--- config.mk ---
export PLATFORM = sky130hd
export DESIGN_NAME = button_conditioner_flat
export DESIGN_NICKNAME = d
export VERILOG_FILES = /design/src/rtl/button_conditioner_if.sv /design/src/rtl/button_conditioner.sv /design/src/flat_wrapper.sv
export SDC_FILE = /design/constraint.sdc
export NUM_CORES = 1
export LEC_CHECK = 0
export ABC_AREA = 1
export CAP_MARGIN = 20
export CORE_MARGIN = 1.5
export CORE_UTILIZATION = 50
export DETAILED_ROUTE_END_ITERATION = 12
export DONT_BUFFER_PORTS = 1
export PLACE_DENSITY = 0.62
export SLEW_MARGIN = 25
export SYNTH_ARGS = -nofsm -noshare
export SYNTH_HDL_FRONTEND = slang
export SYNTH_SLANG_ARGS = --single-unit
--- constraint.sdc ---
create_clock -name clk -period 1.65 [get_ports clk]
set_clock_uncertainty 0.1 [all_clocks]
set_input_delay 0.33 -clock clk [delete_from_list [all_inputs] [get_ports clk]]
set_output_delay 0.33 -clock clk [all_outputs]
set_load 0.05 [all_outputs]
--- src/rtl/button_conditioner_if.sv ---
// Button bundle between the raw pins and the conditioned controls.
// No handshake: btn_raw is a free-running level, all outputs are levels or 1-cycle strobes.
interface button_conditioner_if #(
   parameter int NUM_BTN = 3
);
   logic [NUM_BTN-1:0]   btn_raw;
   logic [NUM_BTN-1:0]   btn_level;
   logic [NUM_BTN-1:0]   btn_press;
   logic [NUM_BTN-1:0]   btn_release;
   logic                 any_press;
   logic [2*NUM_BTN-1:0] dbg_state;

   modport master (
      output btn_raw,
      input  btn_level, btn_press, btn_release, any_press, dbg_state
   );

   modport slave (
      input  btn_raw,
      output btn_level, btn_press, btn_release, any_press, dbg_state
   );
endinterface

--- src/rtl/button_conditioner.sv ---
// Two-flop synchroniser plus per-channel debounce FSM for push-buttons.
// Emits a debounced level and single-cycle press/release strobes per channel.
module button_conditioner #(
   parameter int NUM_BTN   = 3,
   parameter int DB_CYCLES = 2_000_000
) (
   input  logic                   clk,
   input  logic                   rst_n,
   button_conditioner_if.slave    bus
);
   localparam int CNT_W = $clog2(DB_CYCLES + 1);
   localparam logic [CNT_W-1:0] CNT_LAST = CNT_W'(DB_CYCLES - 1);
   localparam logic [CNT_W-1:0] CNT_ONE  = CNT_W'(1);

   typedef enum logic [1:0] {
      IDLE         = 2'd0,
      WAIT_PRESS   = 2'd1,
      PRESSED      = 2'd2,
      WAIT_RELEASE = 2'd3
   } state_e;

   logic [NUM_BTN-1:0] level_w;
   logic [NUM_BTN-1:0] press_w;
   logic [NUM_BTN-1:0] release_w;

   for (genvar g = 0; g < NUM_BTN; g++) begin : g_ch
      logic             meta_q;
      logic             sync_q;
      state_e           state_q;
      logic [CNT_W-1:0] cnt_q;
      logic             level_q;
      logic             press_q;
      logic             release_q;

      always_ff @(posedge clk or negedge rst_n) begin
         if (!rst_n) begin
            meta_q <= 1'b0;
            sync_q <= 1'b0;
         end else begin
            meta_q <= bus.btn_raw[g];
            sync_q <= meta_q;
         end
      end

      // Any disagreement with the target level drops back to the stable state,
      // so a partial count never survives a bounce.
      always_ff @(posedge clk or negedge rst_n) begin
         if (!rst_n) begin
            state_q   <= IDLE;
            cnt_q     <= '0;
            level_q   <= 1'b0;
            press_q   <= 1'b0;
            release_q <= 1'b0;
         end else begin
            press_q   <= 1'b0;
            release_q <= 1'b0;
            case (state_q)
               IDLE: begin
                  if (sync_q) begin
                     state_q <= WAIT_PRESS;
                     cnt_q   <= CNT_ONE;
                  end else begin
                     cnt_q   <= '0;
                  end
               end
               WAIT_PRESS: begin
                  if (!sync_q) begin
                     state_q <= IDLE;
                     cnt_q   <= '0;
                  end else if (cnt_q == CNT_LAST) begin
                     state_q <= PRESSED;
                     cnt_q   <= '0;
                     level_q <= 1'b1;
                     press_q <= 1'b1;
                  end else begin
                     cnt_q   <= cnt_q + CNT_ONE;
                  end
               end
               PRESSED: begin
                  if (!sync_q) begin
                     state_q <= WAIT_RELEASE;
                     cnt_q   <= CNT_ONE;
                  end
               end
               WAIT_RELEASE: begin
                  if (sync_q) begin
                     state_q <= PRESSED;
                     cnt_q   <= '0;
                  end else if (cnt_q == CNT_LAST) begin
                     state_q   <= IDLE;
                     cnt_q     <= '0;
                     level_q   <= 1'b0;
                     release_q <= 1'b1;
                  end else begin
                     cnt_q     <= cnt_q + CNT_ONE;
                  end
               end
               default: begin
                  state_q <= IDLE;
                  cnt_q   <= '0;
               end
            endcase
         end
      end

      assign level_w[g]              = level_q;
      assign press_w[g]              = press_q;
      assign release_w[g]            = release_q;
      assign bus.dbg_state[2*g +: 2] = state_q;
   end

   assign bus.btn_level   = level_w;
   assign bus.btn_press   = press_w;
   assign bus.btn_release = release_w;
   assign bus.any_press   = |press_w;
endmodule

--- src/flat_wrapper.sv ---
// flat-port wrapper written by rule: the top's interface ports become plain ports
module button_conditioner_flat 
#(
   parameter int NUM_BTN   = 3,
   parameter int DB_CYCLES = 2_000_000
)
  (clk, rst_n, bus_btn_raw, bus_btn_level, bus_btn_press, bus_btn_release, bus_any_press, bus_dbg_state);
  button_conditioner_if #(.NUM_BTN(NUM_BTN)) bus_i ();
  input  logic clk;
  input  logic rst_n;
  input wire logic [$bits(bus_i.btn_raw)-1:0] bus_btn_raw;
  output wire logic [$bits(bus_i.btn_level)-1:0] bus_btn_level;
  output wire logic [$bits(bus_i.btn_press)-1:0] bus_btn_press;
  output wire logic [$bits(bus_i.btn_release)-1:0] bus_btn_release;
  output wire logic [$bits(bus_i.any_press)-1:0] bus_any_press;
  output wire logic [$bits(bus_i.dbg_state)-1:0] bus_dbg_state;
  assign bus_i.btn_raw = bus_btn_raw;
  assign bus_btn_level = bus_i.btn_level;
  assign bus_btn_press = bus_i.btn_press;
  assign bus_btn_release = bus_i.btn_release;
  assign bus_any_press = bus_i.any_press;
  assign bus_dbg_state = bus_i.dbg_state;
  button_conditioner #(.NUM_BTN(NUM_BTN), .DB_CYCLES(DB_CYCLES)) u_core (.clk(clk), .rst_n(rst_n), .bus(bus_i));
endmodule
## Yosys cells after proc, flatten, opt, wreduce, memory -nomap -nowiden

Cells that the tools add are included.

| cells by class | value |
|---|---|
| add/subtract/negate cells | 3 |
| $mul | 0 |
| div/mod/pow operators | 0 |
| order comparisons | 0 |
| equal/unequal tests | 36 |
| shifts and indexed selects | 0 |
| multiplexer cells | 69 |
| bitwise gates (word level) | 0 |
| reductions and logical operators | 13 |

Operator list:

| operator | count |
|---|---|
| $mux 21 | 12 |
| $pmux 21 s4 | 3 |
| $add 21x1->21 const B | 3 |
| $eq 21x21->1 const B | 3 |
| $mux 2 | 18 |
| $mux 1 | 30 |
| $ne 2x1->1 const B | 12 |
| $pmux 2 s4 | 3 |
| $reduce_and 5->1 | 3 |
| $eq 2x2->1 const B | 6 |
| $ne 2x2->1 const B | 6 |
| $reduce_and 4->1 | 3 |
| $ne 3x1->1 const B | 3 |
| $ne 3x3->1 const B | 3 |
| $eq 2x1->1 const B | 3 |
| $logic_not 2->1 | 3 |
| $pmux 1 s2 | 3 |
| $reduce_bool 2->1 | 3 |
| $reduce_or 3->1 | 1 |

| storage, ports and cells | value |
|---|---|
| register bits | 84 |
| latch bits | 0 |
| bits in writable memories | 0 |
| bits in read-only memories | 0 |
| input port bits | 5 |
| memories | 0 |

## Longest topological paths before layout

Gate-level depths: netlist of run 1.

| logic depth | value |
|---|---|
| depth in word-level cells | 4 |
| mapped depth | 10 |

## Least setup slack after synthesis of run 1

No wires, ideal clock.

| path | value |
|---|---|
| kind | register to register |
| from | register u_core.g_ch[0].state_q[0] |
| to | register u_core.g_ch[0].cnt_q[9] |
| setup time | 0.113 ns |
| arrival time | 1.464 ns |
| setup slack | -0.027 ns |
| stages on the path, launching flop included | 8 |
| buffers on the path | 1 |
| period minus slack after synthesis | 1.677 ns |
| cell sequence | dfrtp_1 -> inv_1 -> nand3_1 -> buf_2 -> nand3_1 -> xnor2_1 -> nand2_1 -> inv_1 |

| between the ends | value |
|---|---|
| cells in the longest elaborated chain, start to end | 2 |
| elaborated cells between the ends (all ways) | 6 |
| classes of those cells | eq/ne: 4; mux: 1; reduce/logical: 1 |

RTL lines:

| item | RTL line | text |
|---|---|---|
| start: declaration | button_conditioner.sv:29 | `state_e state_q;` |
| start signal: assignment | button_conditioner.sv:49 | `state_q <= IDLE;` |
| start signal: assignment | button_conditioner.sv:60 | `state_q <= WAIT_PRESS;` |
| start signal: assignment | button_conditioner.sv:68 | `state_q <= IDLE;` |
| $eq 2x2->1, or another cell as far along | button_conditioner.sv:57 | `case (state_q)` |
| $pmux 21 s4 / $ne 2x2->1 (equally long branches) | - |  |
| end signal: assignment | button_conditioner.sv:76 | `cnt_q <= cnt_q + CNT_ONE;` |
| end signal: assignment | button_conditioner.sv:95 | `cnt_q <= cnt_q + CNT_ONE;` |
| end: declaration | button_conditioner.sv:30 | `logic [CNT_W-1:0] cnt_q;` |

Several ways; a longest one is shown, not always the timed one.
A chain may end at the register's enable or synchronous reset.

## Worst setup path after layout of run 1

| path | value |
|---|---|
| from | register u_core.g_ch[1].press_q |
| to | output port bus_any_press |

| between the ends | value |
|---|---|
| cells in the longest elaborated chain, start to end | 1 |

RTL lines:

| item | RTL line | text |
|---|---|---|
| start: declaration | button_conditioner.sv:32 | `logic press_q;` |
| start signal: assignment | button_conditioner.sv:52 | `press_q <= 1'b0;` |
| start signal: assignment | button_conditioner.sv:55 | `press_q <= 1'b0;` |
| start signal: assignment | button_conditioner.sv:74 | `press_q <= 1'b1;` |
| $reduce_or 3->1 | button_conditioner.sv:115 | `assign bus.any_press = \|press_w;` |
| end: declaration | flat_wrapper.sv:15 | `output wire logic [$bits(bus_i.any_press)-1:0] bus_any_press;` |

No other way between the ends.

==> results.md, run 1 <==
- complete, but fails checks — status
- hold timing, setup timing — violated checks
- flop — kind of launch point of the worst setup path
- 84 — number of synthesized register bits
- 9 — number of clock buffers inserted by TritonCTS
- 1.75 ns — clock period minus final worst setup slack
- 0 — number of remaining DRC errors
- 103 um — Die Wd
- 4245 — vias in the first global route
- u_core.g_ch[0].cnt_q[1] — reg2reg start
- 36 — number of rows in the core area
- clkbuf_8 — master cell of the clock root buffer
- 41.6% — top cell type's share of synthesized area
- flop to primary output — critical path type
- 570 MHz — Achievable Freq
- 737 — number of nets in the final layout
- 41.6% — sequential cell area fraction in the yosys report
- 9770 um2 — Core Region
- 688 — post-synthesis cell count
- 7.34 um2 — average cell area after synthesis
- 0.36 ns — source-to-sink clock delay at the later pin of the worst-skew pair
- 0.000751 V — Max VDD drop
- 51.7% — Initial Util
- 5360 um2 — instance area at placement
- 884 nW/um2 — PwrDens
- 84 — CTS sink cnt
- 84 — final count of hold timing violations
- 2 — biggest fanout along the worst timing path
- 3 — level count of the clock H-tree
- 0.00522 W — power after layout
- 0.09 ns — clock transition at the registers of the reported paths
- dfrtp_1 — most instantiated flip-flop cell in the synthesis netlist
- 0 — Max Cap Violations
- 5910 um2 — Design Area, Final
- 17.1% — area added between synthesis and finish
- 37 — number of distinct library cells after synthesis
- u_core.g_ch[0].cnt_q[5] — terminus of the critical flop-to-flop path
- built — TritonCTS clock tree
- 85 — pin count of the biggest net entering global routing
- 22.3% — ratio of cells with drive above 1 in the final layout
- 21 — num ports
- primary output — category of the worst setup path capture point
- dfrtp_1 — most area-hungry cell type in the Yosys netlist
- 11800 um — wire length reported by the detailed router
- 0.02 ns — slack of the worst reg-to-reg path
- 100% — fraction of registers with async set/reset
- 0 — total global routing overflow
- 2.69 nW — leakage
- 1.22 ns — worst endpoint required time
- 0 — Slew Limit Fails
- 66.7% — max_slew headroom
- 0 — number of antenna violations at the first check in global routing
- 4528 — Vias
- 10700 um2 — DIE AREA
- 5.22 — vias per inst
- 696 — total nets after synthesis
- 0 — warning count from the yosys run
- input port to asynchronous set/reset pin — min-delay worst type
- -0.449 ns — Hold WS
- 2 — number of buffers on the longest clock path
- 8360 um — total half-perimeter wirelength after legalization and detailed placement
- nand2_1 — most frequent standard cell in the layout excluding fill and tap cells
- 5050 um2 — post-synthesis instance area
- 19600 um — wire length of the first global-routing pass
- dfrtp_1, nand2_1, inv_1 — main area contributors after synthesis
- 0 — number of antenna diodes
- -0.104 ns — least setup slack across all paths after layout
- 3 — Hold Buf Count CTS
- 23.7% — GRT Resource Usage Total
- -0.0646 ns — post-placement worst setup slack
- 0.975 — gpl congestion
- 0 — Port Buffer Count
- 0 — number of synthesized flops with an enable pin
- 0 — count of antenna-violating nets left after detailed routing
- 103 um — Chip Height
- 1.32 ns — WP data arrival
- yes — unrepaired setup endpoints after global routing
- 8 — depth of the worst register-to-register path
- 4 — First-pass DRT Iterations
- 0.500 ns — Worst-Margin Slew
- 1 — Final setup viols
- 106% — fraction of the cycle the final worst path needs
- 13.6 um — DR WL/cell
- 216 — count of routing violations after the opening detailed-route iteration
- nand2_1, inv_1, nor2_1, dfrtp_1, nand3_1 — top library cells by usage in the layout, fill and taps aside
## synth_stat cells (all sizes together), types with 3 or more instances
cell and n:
nand4 23, nor3 31, xor2 16, dfrtp 84, buf 15, xnor2 4, nand2 185, inv 98
and3 4, nand3 72, nor2 102, a21oi 7, o21ai 31, ha 3
## routing by layer
layer / routed length, um / vias up / global-route usage (%)
met5: 0 / - / 0
met3: 496 / 19 / 4.44
li1: - / 2261 / -
met4: 171 / 0 / 8.94
met2: 5540 / 110 / 37.1
met1: 5590 / 2138 / 32.7
## state kept, by name, summed over array words and instances, names as in the netlist, named ones only
name,cells
u_core.g_ch.press_q,3
u_core.g_ch.level_q,3
u_core.g_ch.sync_q,3
u_core.g_ch.meta_q,3
u_core.g_ch.release_q,3
u_core.g_ch.state_q,3
u_core.g_ch.cnt_q,63
## layout make-up
cell class              count  area, um2
multi-input cells         489       2680
inverters                  99        392
clock inverters             3       45.0
well taps                 133        166
fillers                   902       3860
clock buffers              13        159
repair buffers             46        357
flip-flops and latches     84       2110
## worst max path at each step
stage | startpoint | cells past startpoint | end | slack, ns
final | u_core.g_ch[1].press_q | 2 | bus_any_press | -0.10
after global routing | u_core.g_ch[1].press_q | 2 | bus_any_press | -0.15
after CTS | u_core.g_ch[1].press_q | 2 | bus_any_press | -0.13
after detailed placement | u_core.g_ch[0].cnt_q[0] | 8 | u_core.g_ch[0].cnt_q[18] | -0.06
after global placement | u_core.g_ch[0].cnt_q[0] | 8 | u_core.g_ch[0].cnt_q[15] | -0.03
after floorplan | u_core.g_ch[1].state_q[0] | 8 | u_core.g_ch[1].cnt_q[8] | 0.003
## repair_timing
item	4_1_cts	5_1_grt
buffers inserted	0	11
resized for setup	4	67
hold endpoints to repair	87	84
pin swaps	3	22
endpoints found under the setup margin	26	55
## critical path, cell delays in order (launching register included)
cell and delay [ns]:
dfrtp_1 0.43, or3_4 0.38, buf_6 0.16
## metrics by stage
stage / util [%] / std cells / TNS, ns / hold WS (ns)
after global routing: 60.5 / 867 / -0.578 / -0.479
after floorplan: - / 688 / 0 / -0.0656
after global placement: 54.8 / 838 / -0.297 / -0.0633
after detailed placement: 54.8 / 838 / -0.497 / -0.0635
after CTS: 57.4 / 857 / -0.130 / -0.465
final: 60.5 / 867 / -0.104 / -0.449
## report_power, final
part           internal, W  leakage [nW]  total, W  switching (W)
Combinational     0.000443          1.46   0.00134       0.000901
Sequential         0.00218          1.13   0.00234       0.000156
Clock             0.000785        0.0959   0.00154       0.000755
Total              0.00341          2.69   0.00522        0.00181
## kinds of logic after synthesis
logic type,Yosys count,share of synthesized area [%]
simple gates,422,39.8
buf+inv,115,9.66
flops,84,41.6
compound gates,44,4.73
xor+xnor,20,3.47
fa+ha+maj,3,0.743
(Power assumes the default switching activity.)
==> run 2, diff against run 1 <==
- CELL_PAD_IN_SITES_DETAIL_PLACEMENT: default -> 0
- CELL_PAD_IN_SITES_GLOBAL_PLACEMENT: default -> 2
- CORE_UTILIZATION: 50 -> 37
- PLACE_DENSITY: 0.62 -> 0.76
==> run 2 against run 1 <==
The run still ends with hold timing, setup timing left; fmax rose by 3.1%; critical endpoint unchanged; non-clock buffer count rose by 17; largest power group unchanged; largest cell class unchanged; worst setup slack improved by 0.052 ns.
==> results.md, run 2 (same netlist as run 1, synthesis figures left out) <==
- 0.35 ns — source-to-sink clock delay at the later pin of the worst-skew pair
- hold timing, setup timing — violated checks
- 962 nW/um2 — PwrDens
- 1.22 ns — worst endpoint required time
- 9470 um — total half-perimeter wirelength after legalization and detailed placement
- flop — kind of launch point of the worst setup path
- 21700 um — wire length of the first global-routing pass
- 14400 um2 — DIE AREA
- 0 — Max Cap Violations
- 0 — Port Buffer Count
- 23.5% — ratio of cells with drive above 1 in the final layout
- 0.000763 V — Max VDD drop
- 3 — level count of the clock H-tree
- 588 MHz — Achievable Freq
- 64.4% — max_slew headroom
- 63 — max FFs per register
- 13000 um — wire length reported by the detailed router
- 755 — number of nets in the final layout
- 19.2% — GRT Resource Usage Total
- nand2_1 — most frequent standard cell in the layout excluding fill and tap cells
- 2 — biggest fanout along the worst timing path
- -0.0521 ns — least setup slack across all paths after layout
- 4.81 — vias per inst
- 84 — CTS sink cnt
- 14.0 um — DR WL/cell
- primary output — category of the worst setup path capture point
- 4 — First-pass DRT Iterations
- u_core.g_ch.cnt_q — register bank with the most flops
- built — TritonCTS clock tree
- 0 — number of remaining DRC errors
- 0 — Slew Limit Fails
- 0 — total global routing overflow
- -0.435 ns — Hold WS
- 13300 um2 — Core Region
- 2 — number of buffers on the longest clock path
- yes — unrepaired setup endpoints after global routing
- input port to asynchronous set/reset pin — min-delay worst type
- 84 — final count of hold timing violations
- flop to primary output — critical path type
- 214 — count of routing violations after the opening detailed-route iteration
- 1.27 ns — WP data arrival
- 0.824 — gpl congestion
- 0 — count of antenna-violating nets left after detailed routing
- 0 — number of antenna diodes
- 1.70 ns — clock period minus final worst setup slack
- 42 — number of rows in the core area
- 0.00594 W — power after layout
- 2.80 nW — leakage
- 120 um — Chip Height
- 85 — pin count of the biggest net entering global routing
- 4382 — vias in the first global route
- 4466 — Vias
- 0.07 ns — clock transition at the registers of the reported paths
- 103% — fraction of the cycle the final worst path needs
- 3 — Final setup viols
- nand2_1, inv_1, dfrtp_1, nor2_1, nand3_1 — top library cells by usage in the layout, fill and taps aside
- complete, but fails checks — status
- 38.0% — Initial Util
- clkbuf_16 — master cell of the clock root buffer
- 46.5% — post-route core utilization
- 0.534 ns — Worst-Margin Slew
- 21 — num ports
- 22.3% — area added between synthesis and finish
- 1339 — number of fillers in the final layout
- 3 — Hold Buf Count CTS
- 9 — number of clock buffers inserted by TritonCTS
- 0 — number of antenna violations at the first check in global routing
- 120 um — Die Wd
==> run 2: stage by stage <==
step	setup TNS (ns)	instances	setup slack, ns	hold slack (ns)	instance area, um2
after floorplan	0	688	0.00329	-0.0656	5050
after global placement	0	903	0.0275	-0.0631	5580
after global routing	-2.02	928	-0.102	-0.449	6180
after CTS	-0.0696	922	-0.0696	-0.451	5930
final	-0.0584	928	-0.0521	-0.435	6180
after detailed placement	-0.0249	903	-0.0113	-0.0632	5580
==> run 2: worst paths after layout <==
path,startpoint,cells past startpoint,to,slack [ns]
max,u_core.g_ch[2].press_q,2,bus_any_press,-0.05
min,rst_n,0,u_core.g_ch[0].cnt_q[18],-0.44
max reg2reg,u_core.g_ch[1].cnt_q[1],8,u_core.g_ch[1].cnt_q[8],-0.01
min reg2reg,u_core.g_ch[2].meta_q,0,u_core.g_ch[2].sync_q,0.25
max in group asynchronous,rst_n,0,u_core.g_ch[1].state_q[0],1.71
min in group clk,u_core.g_ch[2].meta_q,0,u_core.g_ch[2].sync_q,0.25
==> run 2: area by class of cell <==
| type | count | area (um2) | share of cell area [%] |
|---|---|---|---|
| Tap cell | 176 | 220 | 3.56 |
| Clock buffer | 9 | 225 | 3.65 |
| Multi-Input combinational cell | 489 | 2640 | 42.7 |
| Inverter | 99 | 398 | 6.44 |
| Timing Repair Buffer | 63 | 499 | 8.08 |
| Sequential cell | 84 | 2110 | 34.1 |
| Timing Repair inverter | 1 | 6.26 | 0.101 |
| Clock inverter | 7 | 82.6 | 1.34 |
==> run 2: critical path: stages (launching register included) <==
cell     delay, ns
dfrtp_1       0.38
or3_4         0.39
buf_8         0.16
==> run 2: what timing repair did <==
item	CTS	global route
cloned	0	1
endpoints found under the hold margin	87	84
setup buffers	0	5
gates resized for setup	4	68
pin swaps	2	27
endpoints found under the setup margin	8	64
==> run 2: layer usage <==
metal	GRT usage, %	up-vias	part of all wire (%)
met5	0	-	0
met4	6.92	0	1.8
met3	4.04	15	3.3
met2	30.9	53	46
met1	25.6	2082	48
li1	-	2316	-
==> run 2: where the power goes <==
group | internal (W) | total (W) | switching (W)
clock network | 0.00120 | 0.00212 | 0.000921
logic | 0.000485 | 0.00149 | 0.00101
registers | 0.00219 | 0.00233 | 0.000143
total | 0.00387 | 0.00594 | 0.00207
==> run 3, diff against run 2 <==
- CORE_ASPECT_RATIO: default -> 0.6
==> run 3 against run 2 <==
The run still ends with hold timing, setup timing left; die area grew 0.16%; sequential share of layout area shrank 1.4 points; sequential cell count is the same; routed wire length grew 5.4%; total power shrank 0.47%; non-clock buffer count grew 21; critical path depth is the same; via count grew 3.7%; combinational power grew 6%; final area grew 4.4%; cell count grew 1.6%; utilization grew 2.8 points; largest power group unchanged.
==> results.md, run 3 (same netlist as run 1, synthesis figures left out) <==
- 84 — CTS sink cnt
- hold timing, setup timing — violated checks
- input port to asynchronous set/reset pin — min-delay worst type
- -0.01 ns — slack of the worst reg-to-reg path
- 586 MHz — Achievable Freq
- or3_4 > buf_6 — cell-by-cell listing of the critical path
- 2770 um2 — total area of multi-input combinational cells
- 0 — Port Buffer Count
- u_core.g_ch.cnt_q — register bank with the most flops
- 9 — number of clock buffers inserted by TritonCTS
- bus_any_press — capturing instance or port of the critical path
- 1306 — number of fillers in the final layout
- met1 — GRT Max-Usage Layer
- primary output — category of the worst setup path capture point
- 0 — Max Cap Violations
- 0 — count of antenna-violating nets left after detailed routing
- 776 — number of nets in the final layout
- 13100 um2 — Core Region
- u_core.g_ch[2].press_q — startpoint of the most critical setup path
- 21 — num ports
- 30.3% — met1 usage
- clkbuf_16 — master cell of the clock root buffer
- 1.22 ns — worst endpoint required time
- -0.425 ns — Hold WS
- 913 — cell count after placement
- 68.1% — max_slew headroom
- 0 — number of antenna violations at the first check in global routing
- 85 — pin count of the biggest net entering global routing
- flip-flops — kind of cell adding the most delay to the critical path
- 2.96 nW — leakage
- yes — unrepaired setup endpoints after global routing
- 154 um — Die Wd
- built — TritonCTS clock tree
- 4.91 — vias per inst
- 14.5 um — DR WL/cell
- 14400 um2 — DIE AREA
- 27.4% — ratio of cells with drive above 1 in the final layout
- u_core.g_ch[1].cnt_q[8] — terminus of the critical flop-to-flop path
- 0 — number of remaining DRC errors
- flop — kind of launch point of the worst setup path
- dfrtp_1 — slowest cell on the critical path
- 0.34 ns — source-to-sink clock delay at the later pin of the worst-skew pair
- 63 — max FFs per register
- 4399 — vias in the first global route
- 27.8% — area added between synthesis and finish
- 1.28 ns — WP data arrival
- 0 — number of antenna diodes
- 4631 — Vias
- complete, but fails checks — status
- 0 — total global routing overflow
- 84 — final count of hold timing violations
- 28.1% — met2 track demand over resource
- 2110 um2 — Sequential cell area
- 22200 um — wire length of the first global-routing pass
- 2 — number of cells on the critical path
- 0 — Slew Limit Fails
- -0.125 ns — post-placement worst setup slack
- 917 nW/um2 — PwrDens
- 10100 um — total half-perimeter wirelength after legalization and detailed placement
- 4.54% — met3 usage in global routing
- 93.5 um — Chip Height
- 8 — depth of the worst register-to-register path
- 0.07 ns — clock transition at the registers of the reported paths
- 19.8% — GRT Resource Usage Total
- u_core.g_ch[1].cnt_q[1] — reg2reg start
- 103% — fraction of the cycle the final worst path needs
- 0.39 ns — slowest stage delay, CP
- 359 — count of routing violations after the opening detailed-route iteration
- 38.6% — Initial Util
- 2 — biggest fanout along the worst timing path
- flop to primary output — critical path type
- 2 — number of buffers on the longest clock path
- 0.479 ns — Worst-Margin Slew
- 2 — Final setup viols
- 3 — Hold Buf Count CTS
- 5 — First-pass DRT Iterations
- 13700 um — wire length reported by the detailed router
- 0.871 — gpl congestion
- nand2_1 — most frequent standard cell in the layout excluding fill and tap cells
- 3 — level count of the clock H-tree
- 1 — WP buf/inv
- 1.71 ns — clock period minus final worst setup slack
- 32 — number of rows in the core area
- 943 — post-layout instance count excluding filler cells
- nand2_1, inv_1, dfrtp_1, buf_4, nor2_1 — top library cells by usage in the layout, fill and taps aside
- 0.000693 V — Max VDD drop
- -0.0566 ns — least setup slack across all paths after layout
run 3: cell types whose count changed in the layout (fill, tap and decap cells not counted), sizes merged:
cell / before / now
buf: 60 / 81
inv: 101 / 103
bufinv: 1 / 0
clkinvlp: 2 / 0
clkinv: 3 / 4
run 3: cell type report:
cell class,instances,share of cell area (%)
multi-input combinational,489,42.9
sequential,84,32.7
timing repair buffer,84,10.2
inverter,99,6.23
clock buffer,9,3.49
tap,170,3.30
clock inverter,7,0.989
timing repair inverter,1,0.252
run 3: report_power, final:
part / switching, W / internal, W / leakage, nW
combinational: 0.00107 / 0.000511 / 1.68
sequential: 0.000146 / 0.00219 / 1.14
clock: 0.000946 / 0.00106 / 0.143
run 3: what timing repair did:
item / 4_1_cts / 5_1_grt
setup buffers: 2 / 9
endpoints found under the setup margin: 26 / 61
pin swaps: 6 / 31
gates cloned: 0 / 1
endpoints found under the hold margin: 87 / 84
gates resized for setup: 13 / 90
run 3: per-layer routing:
layer	routed length [um]	part of all wire, %
met5	0	0
met4	85	0.62
met3	695	5.1
met2	5470	40
met1	7410	54
run 3: worst min path at each step:
stage                            endpoint  slack (ns)  cells past startpoint
2_1_floorplan  asynchronous set/reset pin       -0.07                      0
3_3_place_gp        u_core.g_ch[1].meta_q       -0.06                      0
3_5_place_dp        u_core.g_ch[1].sync_q       -0.06                      0
4_1_cts             u_core.g_ch[1].sync_q       -0.44                      0
5_1_grt             u_core.g_ch[1].sync_q       -0.45                      0
6_report            u_core.g_ch[1].sync_q       -0.42                      0
run 3: through the flow:
stage	cell area, um2	power [W]	TNS, ns	utilization, %
finish	6450	0.00592	-0.0675	49.3
global route	6450	0.00623	-1.26	49.3
CTS	6050	0.00576	-0.0768	46.2
detailed placement	5690	0.00370	-1.33	43.4
global placement	5690	0.00370	-0.829	43.4
floorplan	5050	0.00319	0	-
